**src/rtl/mux_scan_seq_pkg.sv**
```systemverilog
// Shared types and sizes for the 4:1 mux select sequencer.
package mux_scan_seq_pkg;

    localparam int unsigned NCH   = 4;
    localparam int unsigned SEL_W = 2;

    typedef enum logic [1:0] {
        S_IDLE    = 2'd0,
        S_SETTLE  = 2'd1,
        S_CAPTURE = 2'd2,
        S_DONE    = 2'd3
    } state_t;

endpackage

```
**src/rtl/mux_next_ch.sv**
```systemverilog
// Next enabled channel finder: the lowest set mask bit, or, when first_i is low,
// the lowest set mask bit above cur_i (no wrap-around).
module mux_next_ch
    import mux_scan_seq_pkg::*;
(
    input  logic [NCH-1:0]   mask_i,
    input  logic [SEL_W-1:0] cur_i,
    input  logic             first_i,
    output logic [SEL_W-1:0] nxt_o,
    output logic             nxt_vld_o
);

    // Scanning downwards means the last hit written is the lowest qualifying channel.
    always_comb begin
        nxt_o     = '0;
        nxt_vld_o = 1'b0;
        for (int i = NCH - 1; i >= 0; i--) begin
            if (mask_i[i] && (first_i || (i > int'(cur_i)))) begin
                nxt_o     = SEL_W'(i);
                nxt_vld_o = 1'b1;
            end
        end
    end

endmodule

```
**src/rtl/mux_scan_seq.sv**
```systemverilog
// Select sequencer for the downstream 4:1 mux: steps Sel through the enabled
// channels, settles DWELL cycles on each, captures F, then pulses Done.
module mux_scan_seq
    import mux_scan_seq_pkg::*;
#(
    parameter int unsigned DWELL = 2,
    parameter int unsigned CNT_W = 4
) (
    input  logic             clk_i,
    input  logic             rst_n_i,
    input  logic             start_i,
    input  logic [NCH-1:0]   mask_i,
    input  logic             f_in_i,
    output logic [SEL_W-1:0] sel_o,
    output logic             busy_o,
    output logic             done_o,
    output logic [NCH-1:0]   sample_o,
    output logic [NCH-1:0]   sample_vld_o
);

    generate
        if ((DWELL == 0) || (DWELL > (2 ** CNT_W))) begin : g_bad_dwell
            $error("mux_scan_seq: DWELL must be in 1..2**CNT_W");
        end
    endgenerate

    localparam logic [CNT_W-1:0] CNT_LOAD = CNT_W'(DWELL - 1);

    state_t             state_q;
    logic [CNT_W-1:0]   cnt_q;
    logic [NCH-1:0]     mask_q;
    logic               in_idle_c;
    logic [NCH-1:0]     search_mask_c;
    logic [SEL_W-1:0]   nxt_ch_c;
    logic               nxt_vld_c;

    // In IDLE the live mask is searched from the bottom; mid-scan the latched mask above Sel.
    assign in_idle_c     = (state_q == S_IDLE);
    assign search_mask_c = in_idle_c ? mask_i : mask_q;

    mux_next_ch u_next_ch (
        .mask_i    (search_mask_c),
        .cur_i     (sel_o),
        .first_i   (in_idle_c),
        .nxt_o     (nxt_ch_c),
        .nxt_vld_o (nxt_vld_c)
    );

    always_ff @(posedge clk_i) begin
        if (!rst_n_i) begin
            state_q      <= S_IDLE;
            cnt_q        <= '0;
            mask_q       <= '0;
            sel_o        <= '0;
            busy_o       <= 1'b0;
            done_o       <= 1'b0;
            sample_o     <= '0;
            sample_vld_o <= '0;
        end else begin
            done_o <= 1'b0;
            case (state_q)
                S_IDLE: begin
                    if (start_i) begin
                        mask_q       <= mask_i;
                        sample_o     <= '0;
                        sample_vld_o <= '0;
                        if (nxt_vld_c) begin
                            sel_o   <= nxt_ch_c;
                            cnt_q   <= CNT_LOAD;
                            busy_o  <= 1'b1;
                            state_q <= S_SETTLE;
                        end else begin
                            done_o  <= 1'b1;
                            state_q <= S_DONE;
                        end
                    end
                end
                S_SETTLE: begin
                    if (cnt_q == '0) begin
                        state_q <= S_CAPTURE;
                    end else begin
                        cnt_q <= cnt_q - CNT_W'(1);
                    end
                end
                S_CAPTURE: begin
                    sample_o[sel_o]     <= f_in_i;
                    sample_vld_o[sel_o] <= 1'b1;
                    if (nxt_vld_c) begin
                        sel_o   <= nxt_ch_c;
                        cnt_q   <= CNT_LOAD;
                        state_q <= S_SETTLE;
                    end else begin
                        busy_o  <= 1'b0;
                        done_o  <= 1'b1;
                        state_q <= S_DONE;
                    end
                end
                S_DONE: begin
                    state_q <= S_IDLE;
                end
                default: begin
                    state_q <= S_IDLE;
                end
            endcase
        end
    end

endmodule
```
**config.mk**
```make
export PLATFORM = sky130hd
export DESIGN_NAME = mux_scan_seq
export DESIGN_NICKNAME = d
export VERILOG_FILES = /design/src/rtl/mux_scan_seq_pkg.sv /design/src/rtl/mux_next_ch.sv /design/src/rtl/mux_scan_seq.sv
export SDC_FILE = /design/constraint.sdc
export NUM_CORES = 1
export LEC_CHECK = 0
export CELL_PAD_IN_SITES_DETAIL_PLACEMENT = 0
export CELL_PAD_IN_SITES_GLOBAL_PLACEMENT = 2
export CORE_ASPECT_RATIO = 0.5
export CORE_MARGIN = 3
export CORE_UTILIZATION = 30
export DETAILED_ROUTE_END_ITERATION = 12
export PLACE_DENSITY_LB_ADDON = 0.3
export SKIP_LAST_GASP = 1
export SYNTH_ARGS = -nofsm -noshare
export SYNTH_HDL_FRONTEND = slang
export SYNTH_SLANG_ARGS = --single-unit
```
**constraint.sdc**
```tcl
create_clock -name clk_i -period 3.7 [get_ports clk_i]
set_input_delay 0.555 -clock clk_i [delete_from_list [all_inputs] [get_ports clk_i]]
set_output_delay 0.555 -clock clk_i [all_outputs]
set_load 0.05 [all_outputs]
```
Word level (Yosys, flattened, before mapping)
Index checks and enable logic that the tools add are counted.

Bits in registers: 22. Latch bits: 0. Bits in writable memories: 0. Memory bits (read-only): 0. Input bits: 8. Output and inout bits: 12. Logic and storage cells: 73. Memories: 0.

Add/sub/neg operators: 1. Multiply operators: 0. Divide/modulo/power cells: 0. Order comparisons: 5. Eq/ne operators: 8. Shift-type cells: 0. Muxes and demuxes: 33. Bitwise logic cells: 1. Reduce and logical (&&, ||, !) cells: 17.

Operators by type and width (count): 4-bit 2-to-1 mux (5); 2-bit 2-to-1 mux (9); 4-bit one-hot mux with 2 select lines (2); 4-bit one-hot mux with 3 select lines (1); 1-bit 2-to-1 mux (10); 2-bit != test (second input constant) (4); 2-bit one-hot mux with 4 select lines (1); 2-bit AND reduction (3); 1-bit logical AND (5); 4-bit bitwise mux (1); 2-bit equality test (second input constant) (2); 2-bit > comparator (first input constant) (2); 4-bit logical NOT (1); 4-bit bitwise OR (1); 1-bit one-hot mux with 2 select lines (2); 2-bit one-hot mux with 2 select lines (1); 4-bit AND reduction (1); 4-bit by 1-bit subtractor with 4-bit output (second input constant) (1); 1-bit logical OR (3); 2-bit by 3-bit less-than comparator with 1-bit output (second input constant) (1); 3-bit AND reduction (1); 3-bit nonzero test (1); 1-bit demux with 2-bit select (1); 2-bit by 1-bit equality test with 1-bit output (second input constant) (1); 5 further kinds (5).

Logic depth before layout (Yosys ltp)
Gate-level depths: netlist (run 1).

Depth after elaboration: 10. Mapped depth: 6. Gate-level depth less buffers: 5.

Modules after synthesis
A second synthesis (run 1) with hierarchy kept.

Cell total of the unflattened synthesis: 126. Area total of the unflattened synthesis: 1146.1 µm².

Modules (own cells, without submodules): mux_scan_seq (times used 1, cells each 110, area an instance 1052.3 µm², seq. area each 440.4 µm²); mux_next_ch (times used 1, cells each 16, area an instance 93.8 µm², seq. area each 0.0 µm²).

Worst setup path before layout (run 1)
OpenSTA, ideal clock, no wires.

Path type: reg2reg. Start: register sel_o[1]. End: register busy_o. Setup time: 0.127 ns. Data arrival time: 1.717 ns. Required time: 3.573 ns. Path slack: 1.855 ns. Cell stages (with the launch flop): 7. Path buffers: 1. Clock period less this slack: 1.845 ns. Cells stage by stage: dfxtp_1 -> buf_2 -> nor2b_1 -> a2111oi_4 -> o21ai_2 -> o311ai_1 -> o21ai_1.

Word-level cells in the longest chain between the ends: 9. Elaborated cells on any way between the ends: 16. Classes of those cells: 3 x order compare; 2 x eq/ne; 4 x mux; 7 x reduce/logical.

RTL lines: from (decl) (line mux_scan_seq.sv:14) `output logic [SEL_W-1:0] sel_o,`; from (signal assigned) (line mux_scan_seq.sv:68) `sel_o <= nxt_ch_c;`; from (signal assigned) (line mux_scan_seq.sv:89) `sel_o <= nxt_ch_c;`; 2-bit > comparator (line mux_next_ch.sv:18) `if (mask_i[i] && (first_i || (i > int'(cur_i)))) begin`; 1-bit logical OR (line mux_next_ch.sv:18); 1-bit logical AND (line mux_next_ch.sv:18); 1-bit 2-to-1 mux (2 in a row) (line mux_next_ch.sv:18); 1-bit 2-to-1 mux * (2 in a row) (line mux_next_ch.sv:18); 2-bit != test (no line) or 2-bit by 1-bit != test with 1-bit output (tied branches); 4-bit AND reduction (no line) *; to (signal assigned) (line mux_scan_seq.sv:55) `busy_o <= 1'b0;`; to (signal assigned) (line mux_scan_seq.sv:70) `busy_o <= 1'b1;`; to (signal assigned) (line mux_scan_seq.sv:93) `busy_o <= 1'b0;`; to (decl) (line mux_scan_seq.sv:15) `output logic busy_o,`.

Mark *: on every way between the ends. The rest lies on a longest branch, timed or not. A chain may end at the register's enable or synchronous reset.

Worst setup path in the final report (run 1)
Start: register sel_o[1]. End: output port sel_o[1].

No word-level cell between the ends.

==> flow_summary.ini, run 1 <==
[critical_path]
critical_path_class = reg -> out
path_delay_family = buffers and inverters
crit_buf_inv = 1
worstSetupEndpointType = output port
critPathMaxFanout = 11
required_ns = 3.14
start_kind = flip-flop
slowest_stage = clkdlybuf4s50_1
cpPeakStageDelay_ns = 0.88
crit_arrival_ns = 1.71
crit_path_cell_trace = clkdlybuf4s50_1

[logic_synthesis]
ys_seq_area_share_pct = 40.0
syn_area_per_cell_um2 = 8.92
synthMuxAreaShare_pct = 2.85
synth_edf_count = 0
synth_area_mm2 = 0.00105
synth_ff_type = dfxtp_1
syn-num-nets = 128
synth-xor-area-share_pct = 0.832
async_flop_share_pct = 0
yosysUniqueCellTypes = 43
synth_simple_gate_area_share_pct = 22.0
postSynthCellCount = 118
ys_warn_count = 0
synth_compound_area_share_pct = 27.1
synth_top_family_by_area = compound AO/OA/AOI/OAI gates
synth_fa_ha_area_share_pct = 2.38
synth-seq-cells = 21

[sta]
maxSlewHeadroom_pct = 61.4
hold_violations = 0
hold_slack_ns = 0.472
worstMarginPinSlew_ns = 0.577
setup_viol_count_final = 0
drv_slew = 0
timing.fmax_mhz = 442
setup_tns_ns = 0
grt_setup_unrepaired = no
fin_skew_ns = 0.00235
period_needed_ns = 2.26
post-route-period-util_pct = 61.2

[power_and_ir_drop]
cellLeakagePower_nw = 0.461
ir_worst_vdd_mv = 0.144
power_density_mw_per_mm2 = 488

[route]
drc = 0
firstDrtPassIters = 4
wire_per_inst_um = 13.0
wirelength_um = 2380
drt-initial-drc-count = 59
viasPerCell = 4.82
vias = 886
drtAntennaViolNets = 0

[floorplanning]
row_count = 14
die_h_um = 47.9
pin_count = 20
start_util_pct = 33.2
die-width_um = 89.8
core_area_mm2 = 0.00317
die_area_mm2 = 0.00430

[grt]
grt_pass1_wl_um = 4000
grt_use_total_pct = 12.0
antenna_found_initial = 0
grt-ovfl-total = 0
grt_pass1_vias = 813
grt_start_max_net_pins = 18

[cts]
cts_buffers = 3
post_cts_resize_count = 0
htreeDepth = 1
cts_tree = built
cts_setup_buffers = 0
clk_latency_ns = 0.26
clk_pin_slew_ns = 0.08
hold_buffers = 0
clk_path_buf_depth = 2
clock-root-buffer = clkbuf_8
cts.sinks = 21

[place]
dp_hpwl_um = 1780
gp_congestion = 0.758
port_buffers = 19
dpl.cell_count = 180

[layout]
drive_gt1_share_pct = 12.5
final_cell_mix = 21 x dfxtp_1, 19 x clkdlybuf4s50_1, 11 x nor2_1, 11 x a21oi_1, 9 x nand2_1
layout.nets = 147
stdcell_count = 184
area_growth_pct = 25.4
nFillCells = 337
final_common_cell = dfxtp_1
diodes = 0

[status]
status = finished, final reports clean

[min_path]
hp-class = reg -> reg

[run]
drv_cap = 0
## flip-flops by register name, indices dropped and copies added, names as in the netlist
signal	count
cnt_q	4
mask_q	3
sample_vld_o	4
sel_o	2
busy_o	1
done_o	1
state_q	2
sample_o	4
## logic make-up after synthesis
group	after synthesis
AO/OA/AOI/OAI	38
XOR/XNOR	1
adder cells (fa/ha/maj)	2
buffers and inverters	11
flip-flops	21
multiplexers	3
AND/OR/NAND/NOR	42
## cell type report
class	instances	area, µm²	area share (%)
clock buffers	3	41.3	3.13
clock inverters	1	5.00	0.379
inverters	6	22.5	1.71
multi-input cells	86	581	44.0
flip-flops and latches	21	420	31.8
well taps	48	60.1	4.55
repair buffers	19	190	14.4
## final timing paths
check,start,to,slack (ns),depth (start not counted)
setup reg to reg,state_q[0],busy_o,1.79,5
setup / recovery,sel_o[1],sel_o[1],1.44,1
hold reg to reg,sample_vld_o[0],sample_vld_o[0],0.47,2
hold / removal,sample_vld_o[0],sample_vld_o[0],0.47,2
## metrics by stage
| stage | instance area [µm²] | power, W | utilization (%) | setup WS (ns) |
|---|---|---|---|---|
| 6_report | 1320 | 0.000644 | 41.6 | 1.44 |
| 5_1_grt | 1320 | 0.000685 | 41.6 | 1.37 |
| 4_1_cts | 1320 | 0.000651 | 41.6 | 1.43 |
| 3_5_place_dp | 1270 | 0.000499 | 40.2 | 1.55 |
| 3_3_place_gp | 1270 | 0.000503 | 40.2 | 1.54 |
| 2_1_floorplan | 1050 | 0.000442 | - | 1.86 |
## routing by layer
layer,part of all wire [%],global-route usage (%)
met1,53,16.4
met2,42,18.3
met5,0,0
met3,4.3,4.24
met4,0.50,2.74
## Yosys cell counts, types with 2 or more instances
cell type	n	area, µm²
a211oi_1	3	22.5
a21boi_1	3	22.5
a21oi_1	11	55.1
a311oi_1	2	17.5
a31oi_1	3	18.8
clkbuf_1	2	7.51
dfxtp_1	21	420
ha_1	2	25.0
inv_1	6	22.5
mux2i_1	3	30.0
nand2_1	9	33.8
nand3_1	4	20.0
nor2_1	11	41.3
nor2_2	2	12.5
nor2b_1	5	31.3
nor4_1	2	12.5
o21a_1	2	15.0
o21ai_0	2	10.0
## where the power goes
part	internal [W]	switching, W	total, W
Sequential	0.000249	0.0000319	0.000280
Combinational	0.0000813	0.000132	0.000213
Clock	0.0000750	0.0000750	0.000150
Power figures use the tool's default switching activity.
==> inputs of run 2 (changes only) <==
CORE_UTILIZATION = 27   (was 30)
clock period = 2 ns   (was 3.7 ns; I/O delays follow)
==> run 2 against run 1 <==
Sequential power rose by 82%. Hold slack improved by 0.0058 ns. Routed wire length grew 11%. Count of clock-buffer cells in the layout stayed put. Die area grew 10%. Register-to-register slack lost 1.5 ns. First-iteration DRC count down 29%. Non-clock buffer count increased by 7. Largest power group unchanged.
==> flow_summary.ini, run 2 (synthesized netlist as in run 1, its figures left out) <==
[critical_path]
crit_arrival_ns = 1.96
critPathMaxFanout = 9
rrSetupSlack_ns = 0.25
slowest_stage = dfxtp_1
critical_path_class = reg -> reg
cpPeakStageDelay_ns = 0.55
crit_path_cell_trace = buf_4 > nand2_4 > or4_1 > nor4b_2 > a41o_1
worstSetupEndpointType = flip-flop
start_kind = flip-flop
required_ns = 2.21

[cts]
cts_buffers = 3
clk_latency_ns = 0.27
clock-root-buffer = clkbuf_8
htreeDepth = 1
clk_path_buf_depth = 2
hold_buffers = 0
cts_setup_buffers = 0
post_cts_resize_count = 0
cts_tree = built
clk_pin_slew_ns = 0.09
cts.sinks = 21

[route]
wirelength_um = 2650
wire_per_inst_um = 13.6
drtAntennaViolNets = 0
drc = 0
drt-initial-drc-count = 42
vias = 931
firstDrtPassIters = 4
viasPerCell = 4.80

[grt]
antenna_found_initial = 0
grt_pass1_vias = 926
grt_pass1_wl_um = 4490
grt-ovfl-total = 0
grt_start_max_net_pins = 13
grt_use_total_pct = 12.6

[run]
drv_cap = 0

[min_path]
hp-class = reg -> reg

[sta]
setup_viol_count_final = 0
timing.fmax_mhz = 571
fin_skew_ns = 0.00765
hold_violations = 0
period_needed_ns = 1.75
worstMarginPinSlew_ns = 0.508
maxSlewHeadroom_pct = 65.7
drv_slew = 0
grt_setup_unrepaired = no
setup_tns_ns = 0
post-route-period-util_pct = 87.6

[layout]
diodes = 0
area_growth_pct = 30.3
stdcell_count = 194
nFillCells = 389
final_cell_mix = 21 x dfxtp_1, 17 x clkdlybuf4s50_1, 11 x nor2_1, 11 x a21oi_1
final_common_cell = dfxtp_1
layout.nets = 154
top_regs = cnt_q x4, sample_o x4, sample_vld_o x4
design_area_mm2 = 0.00137
drive_gt1_share_pct = 18.2

[place]
port_buffers = 19
placed_area_mm2 = 0.00133
dpl.cell_count = 190
gp_congestion = 0.746
dp_hpwl_um = 2030

[power_and_ir_drop]
ir_worst_vdd_mv = 0.267
cellLeakagePower_nw = 0.499
power_density_mw_per_mm2 = 898

[floorplanning]
pin_count = 20
die_area_mm2 = 0.00473
die-width_um = 94.3
start_util_pct = 29.4
die_h_um = 50.1
core_area_mm2 = 0.00358
row_count = 15

[status]
status = finished, final reports clean
==> run 2: changes by cell type in the layout (fill, tap and decap cells not counted) <==
cell / change
clkdlybuf4s50_1: -2
buf_4: +9
==> run 2: worst max-delay path, delay by kind of cell, from the launching register on <==
family | cells | cell delay (ns)
flops | 1 | 0.55
simple gates | 3 | 0.80
compound gates | 1 | 0.12
buf+inv | 1 | 0.23
==> run 2: per-layer routing <==
metal	vias to the layer above	global-route usage (%)	share of wire, %
met5	-	0	0
met2	14	19.5	45
met4	0	3.60	0.53
li1	480	-	-
met1	435	16.6	51
met3	2	4.49	3.4
==> run 2: where the power goes <==
| part | total [W] | internal, W | switching [W] |
|---|---|---|---|
| registers | 0.000510 | 0.000460 | 0.0000503 |
| clock network | 0.000289 | 0.000139 | 0.000150 |
| logic | 0.000432 | 0.000169 | 0.000263 |
| total | 0.00123 | 0.000768 | 0.000463 |
==> run 2: final cells by class <==
class	instances	area (µm²)	share of cell area [%]
Timing Repair Buffer	26	238	17.3
Tap cell	51	63.8	4.65
Clock buffer	3	41.3	3.01
Clock inverter	1	5.00	0.365
Sequential cell	21	420	30.7
Inverter	6	22.5	1.64
Multi-Input combinational cell	86	581	42.3
==> run 2: final timing paths <==
kind                                 startpoint              end  cells past startpoint
worst max-delay path                 state_q[0]         cnt_q[3]                      5
worst min-delay path            sample_vld_o[3]  sample_vld_o[3]                      2
worst max register to register       state_q[0]         cnt_q[3]                      5
worst min register to register  sample_vld_o[3]  sample_vld_o[3]                      2
==> run 2: stage by stage <==
| stage | hold WS (ns) | setup slack (ns) | utilization, % | total power [W] |
|---|---|---|---|---|
| after global routing | 0.502 | 0.118 | 38.3 | 0.00131 |
| after global placement | 0.445 | 0.127 | 37.0 | 0.000954 |
| after CTS | 0.481 | 0.235 | 38.3 | 0.00125 |
| after detailed placement | 0.459 | 0.101 | 37.0 | 0.000956 |
| final | 0.477 | 0.248 | 38.3 | 0.00123 |
| after floorplan | 0.444 | 0.155 | - | 0.000817 |
==> inputs of run 3 (changes only) <==
SKIP_CTS_REPAIR_TIMING = 1   (was not set)
==> results of run 3 <==
No change in the layout: final DEF, timing and power equal those of run 2.
